`config.mk`:
```
export PLATFORM = sky130hd
export DESIGN_NAME = puf_response_collector
export DESIGN_NICKNAME = d
export VERILOG_FILES = /design/src/rtl/puf_response_collector.sv
export SDC_FILE = /design/constraint.sdc
export NUM_CORES = 1
export LEC_CHECK = 0
export ABC_AREA = 1
export BUFFER_PORTS_ARGS = -buffer_cell sky130_fd_sc_hd__buf_2
export CORE_MARGIN = 4
export CORE_UTILIZATION = 64
export DETAILED_ROUTE_END_ITERATION = 6
export PLACE_DENSITY = 0.81
export SLEW_MARGIN = 20
export SYNTH_ARGS = -nofsm -noshare
export SYNTH_HDL_FRONTEND = slang
export SYNTH_SLANG_ARGS = --single-unit
```
`constraint.sdc`:
```
create_clock -name clk -period 2.6 [get_ports clk]
set_clock_uncertainty 0.15 [all_clocks]
set_input_delay 0.26 -clock clk [delete_from_list [all_inputs] [get_ports clk]]
set_output_delay 0.26 -clock clk [all_outputs]
set_load 0.01 [all_outputs]
```
`src/rtl/puf_response_collector.sv`:
```
// Datapath for ring-oscillator PUF evaluation: synchronizes the selected RO pair,
// counts edges, majority-votes per-loop comparison bits and publishes the response.
module puf_response_collector #(
  parameter int NUM_LOOPS        = 4,
  parameter int COUNT_BITS       = 16,
  parameter int REPETITIONS_BITS = 16,
  localparam int SEL_W           = $clog2(NUM_LOOPS-1)+1
) (
  input  logic                   clk,
  input  logic                   reset,
  input  logic                   start,
  input  logic                   done,
  input  logic                   reset_puf,
  input  logic [SEL_W-1:0]       select_puf,
  input  logic                   enable_puf,
  input  logic                   store_response_puf,
  input  logic [2*NUM_LOOPS-1:0] ro_out,
  output logic                   next_enable,
  output logic [NUM_LOOPS-1:0]   response,
  output logic                   response_valid,
  output logic                   overflow
);

  typedef enum logic [1:0] {IDLE, ACCUM, VALID} state_t;

  state_t                  state_reg, state_next;
  logic                    done_d_reg;
  logic [2:0]              sync_a_reg, sync_b_reg;
  logic [COUNT_BITS-1:0]   count_a_reg, count_b_reg;
  logic                    next_enable_reg;
  logic [NUM_LOOPS-1:0]    response_reg;
  logic                    response_valid_reg;
  logic                    overflow_reg;

  logic                    ro_a, ro_b;
  logic                    sel_valid;
  logic                    done_rise;
  logic                    in_accum;
  logic                    rise_a, rise_b;
  logic                    inc_a, inc_b;
  logic                    clr_counts;
  logic                    ovf_a, ovf_b;
  logic                    store_ok;
  logic                    cmp_bit;
  logic [NUM_LOOPS-1:0]    vote_ovf;
  logic [NUM_LOOPS-1:0]    resp_bits;

  assign sel_valid = ({1'b0, select_puf} < (SEL_W+1)'(NUM_LOOPS));
  assign done_rise = done & ~done_d_reg;
  assign in_accum  = (state_reg == ACCUM);

  // Out-of-range selects feed constant 0 so nothing is counted.
  always_comb begin
    ro_a = 1'b0;
    ro_b = 1'b0;
    for (int i = 0; i < NUM_LOOPS; i++) begin
      if (select_puf == SEL_W'(i)) begin
        ro_a = ro_out[2*i];
        ro_b = ro_out[2*i+1];
      end
    end
  end

  always_ff @(posedge clk or negedge reset) begin
    if (!reset) begin
      state_reg  <= IDLE;
      done_d_reg <= 1'b0;
      sync_a_reg <= '0;
      sync_b_reg <= '0;
    end else begin
      state_reg  <= state_next;
      done_d_reg <= done;
      sync_a_reg <= {sync_a_reg[1:0], ro_a};
      sync_b_reg <= {sync_b_reg[1:0], ro_b};
    end
  end

  always_comb begin
    state_next = state_reg;
    case (state_reg)
      IDLE:    if (start) state_next = ACCUM;
      ACCUM:   if (start) state_next = ACCUM;
               else if (done_rise) state_next = VALID;
      VALID:   if (start) state_next = ACCUM;
      default: state_next = IDLE;
    endcase
  end

  assign rise_a     = sync_a_reg[1] & ~sync_a_reg[2];
  assign rise_b     = sync_b_reg[1] & ~sync_b_reg[2];
  assign clr_counts = start | reset_puf;
  assign inc_a      = in_accum & enable_puf & sel_valid & rise_a;
  assign inc_b      = in_accum & enable_puf & sel_valid & rise_b;
  // Overflow flags an edge lost because the counter is already pinned at all-ones.
  assign ovf_a      = inc_a & (&count_a_reg) & ~clr_counts;
  assign ovf_b      = inc_b & (&count_b_reg) & ~clr_counts;

  always_ff @(posedge clk or negedge reset) begin
    if (!reset) begin
      count_a_reg <= '0;
      count_b_reg <= '0;
    end else if (clr_counts) begin
      count_a_reg <= '0;
      count_b_reg <= '0;
    end else begin
      if (inc_a && !(&count_a_reg)) count_a_reg <= count_a_reg + 1'b1;
      if (inc_b && !(&count_b_reg)) count_b_reg <= count_b_reg + 1'b1;
    end
  end

  // Store reads the counts as registered, so a same-cycle reset_puf cannot disturb it.
  assign store_ok = in_accum & store_response_puf & sel_valid & ~start;
  assign cmp_bit  = (count_a_reg > count_b_reg);

  genvar gi;
  generate
    for (gi = 0; gi < NUM_LOOPS; gi++) begin : g_loop
      logic [REPETITIONS_BITS-1:0] votes_reg, reps_reg;
      logic                        hit;

      assign hit = store_ok && (select_puf == SEL_W'(gi));

      always_ff @(posedge clk or negedge reset) begin
        if (!reset) begin
          votes_reg <= '0;
          reps_reg  <= '0;
        end else if (start) begin
          votes_reg <= '0;
          reps_reg  <= '0;
        end else if (hit) begin
          if (!(&reps_reg)) reps_reg <= reps_reg + 1'b1;
          if (cmp_bit && !(&votes_reg)) votes_reg <= votes_reg + 1'b1;
        end
      end

      assign vote_ovf[gi]  = hit & ((&reps_reg) | (cmp_bit & (&votes_reg)));
      assign resp_bits[gi] = ({votes_reg, 1'b0} > {1'b0, reps_reg});
    end
  endgenerate

  always_ff @(posedge clk or negedge reset) begin
    if (!reset) begin
      next_enable_reg    <= 1'b0;
      response_reg       <= '0;
      response_valid_reg <= 1'b0;
      overflow_reg       <= 1'b0;
    end else begin
      next_enable_reg <= store_response_puf & in_accum;
      if (start) begin
        response_reg       <= '0;
        response_valid_reg <= 1'b0;
        overflow_reg       <= 1'b0;
      end else begin
        if (in_accum && done_rise) begin
          response_reg       <= resp_bits;
          response_valid_reg <= 1'b1;
        end
        if (ovf_a || ovf_b || (|vote_ovf)) overflow_reg <= 1'b1;
      end
    end
  end

  assign next_enable    = next_enable_reg;
  assign response       = response_reg;
  assign response_valid = response_valid_reg;
  assign overflow       = overflow_reg;

endmodule

```
==> flow_results.org <==
** Cells and area
- From synthesis to final layout, the design area changed by 10.2%.
- In the layout the commonest cells are 305 x nand2_1, 199 x inv_1, 176 x dfrtp_1.
- Post-layout instance area :: ~0.013 sq mm
- Fill cell count :: roughly 1.5k
- Proportion of layout cells with a drive suffix above 1 :: 10.8%
- The multi-input combinational cells in the finished layout cover a total of 0.00655 sq mm.
- Most common cell after layout, fill and taps aside :: nand2_1
- Cells fill just over 70% of the core in the end.
- Net total in the final layout :: 1710
- Antenna cell count :: 0
- In the final layout, flip-flops and latches occupy ~0.0044 sq mm.

** Worst hold path
- Hold_sp :: reset_puf
- The worst hold path belongs to the class input pin to register.

** Yosys
- For this run, the leading register cell type out of synthesis is dfrtp_1.
- Library cells used by synthesis :: between 40 and 50
- Synthesized net count :: 1659
- Flip-flop and latch count after synthesis :: roughly 180
- Proportion of synthesized chip area in sequential cells :: 37.1%
- After synthesis, the share of flip-flops with an asynchronous set or reset is 100%.
- Each instance of the synthesized netlist takes up on average ~7.6 sq um.
- In this run, synthesis inferred 0 flip-flops with an integrated enable.
- Synthesis warning total :: 0
- Mapped Cells :: 1555
- Area of the mapped netlist :: 0.0119 sq mm

** Drt
- Topmost layer with routed signal wires :: met4
- For this block, the routed nets add up to between 20 and 30 mm of wire.
- Dividing the detail-routed via count by the number of cells gives 5.86.
- In the detailed route, the total length drawn on met2 is 13.6 mm.
- After detailed routing, the average wire length per cell comes to 15.8 microns.
- After detailed routing, the number of remaining DRC violations is 0.
- Count of antenna-violating nets left after detailed routing :: 0
- Met1 wire length :: between 10 and 15 mm
- For this run, the detailed router's first-pass iteration total came to 5.
- DRT iter0 DRCs :: 851
- In the detailed route, the total length drawn on met3 is 1.75 mm.
- The detailed router placed 10.8k vias in this run.

** Global routing
- Vias in the first global route :: 10.1k
- Global routing finished with a remaining overflow of 0.
- Pin count of the biggest net entering global routing :: 78
- Total track usage :: 28.7%
- Global-route wire length before repair :: roughly 48 mm
- The initial antenna violation count is 0.

** STA
- Min cycle time layout :: 2450 ps
- Final hold analysis gives a worst-case slack of slightly above 70 ps.
- Setup violations remaining at the end of the flow were counted as 0.
- Derived from the worst setup path, the maximum achievable clock frequency is 0.408 GHz.
- Headroom to the max-slew limit came out at 51.7%.
- Count of endpoints failing hold in the final timing report :: 0
- Part of the cycle the worst path needs :: a little over nine tenths
- For the final routed database, the setup TNS stands at 0 ps.
- Pin slew with the least headroom to its limit :: 722 ps
- Number of slew-limit violations in the final report :: 0
- Setup repair after global routing missed its margin :: no

** Job
- The tool flagged a number of max-cap violations equal to 0.

** Clocking
- Clock tree synthesis found a total of 176 sinks.
- The clock reaches the later pin of the worst-skew pair after 430 ps.
- Clock transition at the register clock pins on the worst setup and hold paths after CTS :: 70 ps
- H-tree level count :: 4
- Counting the buffers created by CTS gives 17.
- TritonCTS built the clock tree.
- The clock passes through at most 2 buffers.
- CTS placed an instance of clkbuf_16 at the clock tree root.

** Place
- Detailed placement HPWL :: roughly 22 mm
- In this run the tool buffered the top-level ports with 24 buffer cells.
- Post-detailed-placement cell area :: 0.0123 sq mm
- The congestion estimate from routability-driven global placement came to between 0.9 and 1.

** Die
- From bottom edge to top edge, the die measures 144 microns.
- Die width :: around 140 microns
- Initial Util :: 65.6%
- The floorplan step defined a die boundary enclosing 0.0208 sq mm.
- The floorplan has 49 rows.
- Core area :: between 0.015 and 0.02 sq mm
- For this design the top-level I/O count stands at 25.

** Critical path
- WP data arrival :: 2630 ps
- Crit-path max FO :: 10
- Startpoint kind of the worst setup timing path :: register
- The worst setup path is captured at a register.
- The critical path starts at g_loop[0].votes_reg[0]$_DFFE_PN0P_.
- Reg2Reg Launch Point :: g_loop[0].votes_reg[0]$_DFFE_PN0P_
- STA puts the critical path data required time at 2780 ps.
- The worst setup path is of the register to register kind.

** Outcome
- The flow ran to the end, and the final reports show no timing, DRC or antenna violations.

** Pwr
- Peak supply drop :: 0.000440 V
- LEAKAGE :: between 5 and 6 nW
- PwrDens :: 446 mW/mm^2
-- stage by stage --
step | total power [mW] | worst slack, ps | instances
after floorplan | 3.10 | 425 | 1555
final | 5.83 | 147 | 1846
after global placement | 3.27 | 213 | 1802
after CTS | 5.84 | 10.3 | 1839
after global routing | 6.02 | 2.07 | 1846
after detailed placement | 3.28 | 63.1 | 1802
-- timing repair --
action / CTS / global route
setup buffers: 0 / 6
endpoints found under the hold margin: 54 / 0
resized for setup: 0 / 7
hold buffers: 7 / 0
endpoints found under the setup margin: 0 / 47
-- path summary, 6_finish.rpt --
kind                                                       to  slack (ps)  depth (start not counted)
setup reg to reg           g_loop[0].votes_reg[7]$_DFFE_PN0P_         150                         12
hold reg to reg                       sync_b_reg[1]$_DFF_PN0_         200                          0
setup / recovery           g_loop[0].votes_reg[7]$_DFFE_PN0P_         150                         12
hold / removal                     count_a_reg[0]$_DFFE_PN0P_          70                          4
min in group asynchronous   g_loop[3].reps_reg[5]$_DFFE_PN0P_         190                          2
max in group asynchronous  g_loop[1].votes_reg[5]$_DFFE_PN0P_        1330                          3
-- layout make-up --
| cell class | count | share of cell area, % |
|---|---|---|
| clock buffer | 22 | 3.63 |
| clock inverter | 8 | 0.804 |
| inverter | 218 | 6.30 |
| multi-input combinational | 1139 | 50.1 |
| sequential | 176 | 33.7 |
| tap | 229 | 2.19 |
| timing repair buffer | 54 | 3.34 |
-- cells in the mapped netlist, drive strengths merged (4+ instances only) --
library cell	count	area share, %
buf	9	0.58
ha	86	9.1
inv	216	6.9
nand4	46	2.4
dfrtp	176	37
a211oi	6	0.46
a21oi	99	4.2
clkbuf	13	0.41
or3	4	0.21
nand2	332	11
o21ai	95	4.4
o31ai	30	1.9
a21o	4	0.25
nand3	113	5.1
nor2	153	5.5
or2	5	0.26
a31oi	4	0.21
nor4	10	0.53
o21a	5	0.32
nor3	84	4.1
xor2	48	3.5
-- kinds of logic after synthesis --
kind of cell             Yosys count  synth area share, %
AO/OA/AOI/OAI                    251                 12.2
AND/OR/NAND/NOR                  753                 30.1
adder cells (fa/ha/maj)           86                 9.07
flip-flops                       176                 37.1
buffers and inverters            240                 7.92
XOR/XNOR                          49                 3.62
-- critical path, stage by stage (launching register included) --
cell,delay (ps)
dfrtp_1,450
ha_1,250
nand3_1,130
nor2_1,150
nand3_1,120
nor3_1,440
nor2_2,100
nand2_4,180
nand2_4,120
nand2_1,110
nand2_1,60
nand2_1,60
nor2_1,40
-- per-layer routing --
metal	GRT usage [%]	vias to the layer above
met1	41.6	5074
li1	-	5313
met2	45.4	372
met3	4.40	51
met5	0	-
met4	7.61	0
-- where the power goes --
part | switching (mW) | total (mW) | internal (mW)
registers | 0.0249 | 2.80 | 2.77
clock network | 1.08 | 2.57 | 1.49
logic | 0.323 | 0.465 | 0.142
Note: power is estimated with default switching activity, not from simulation.
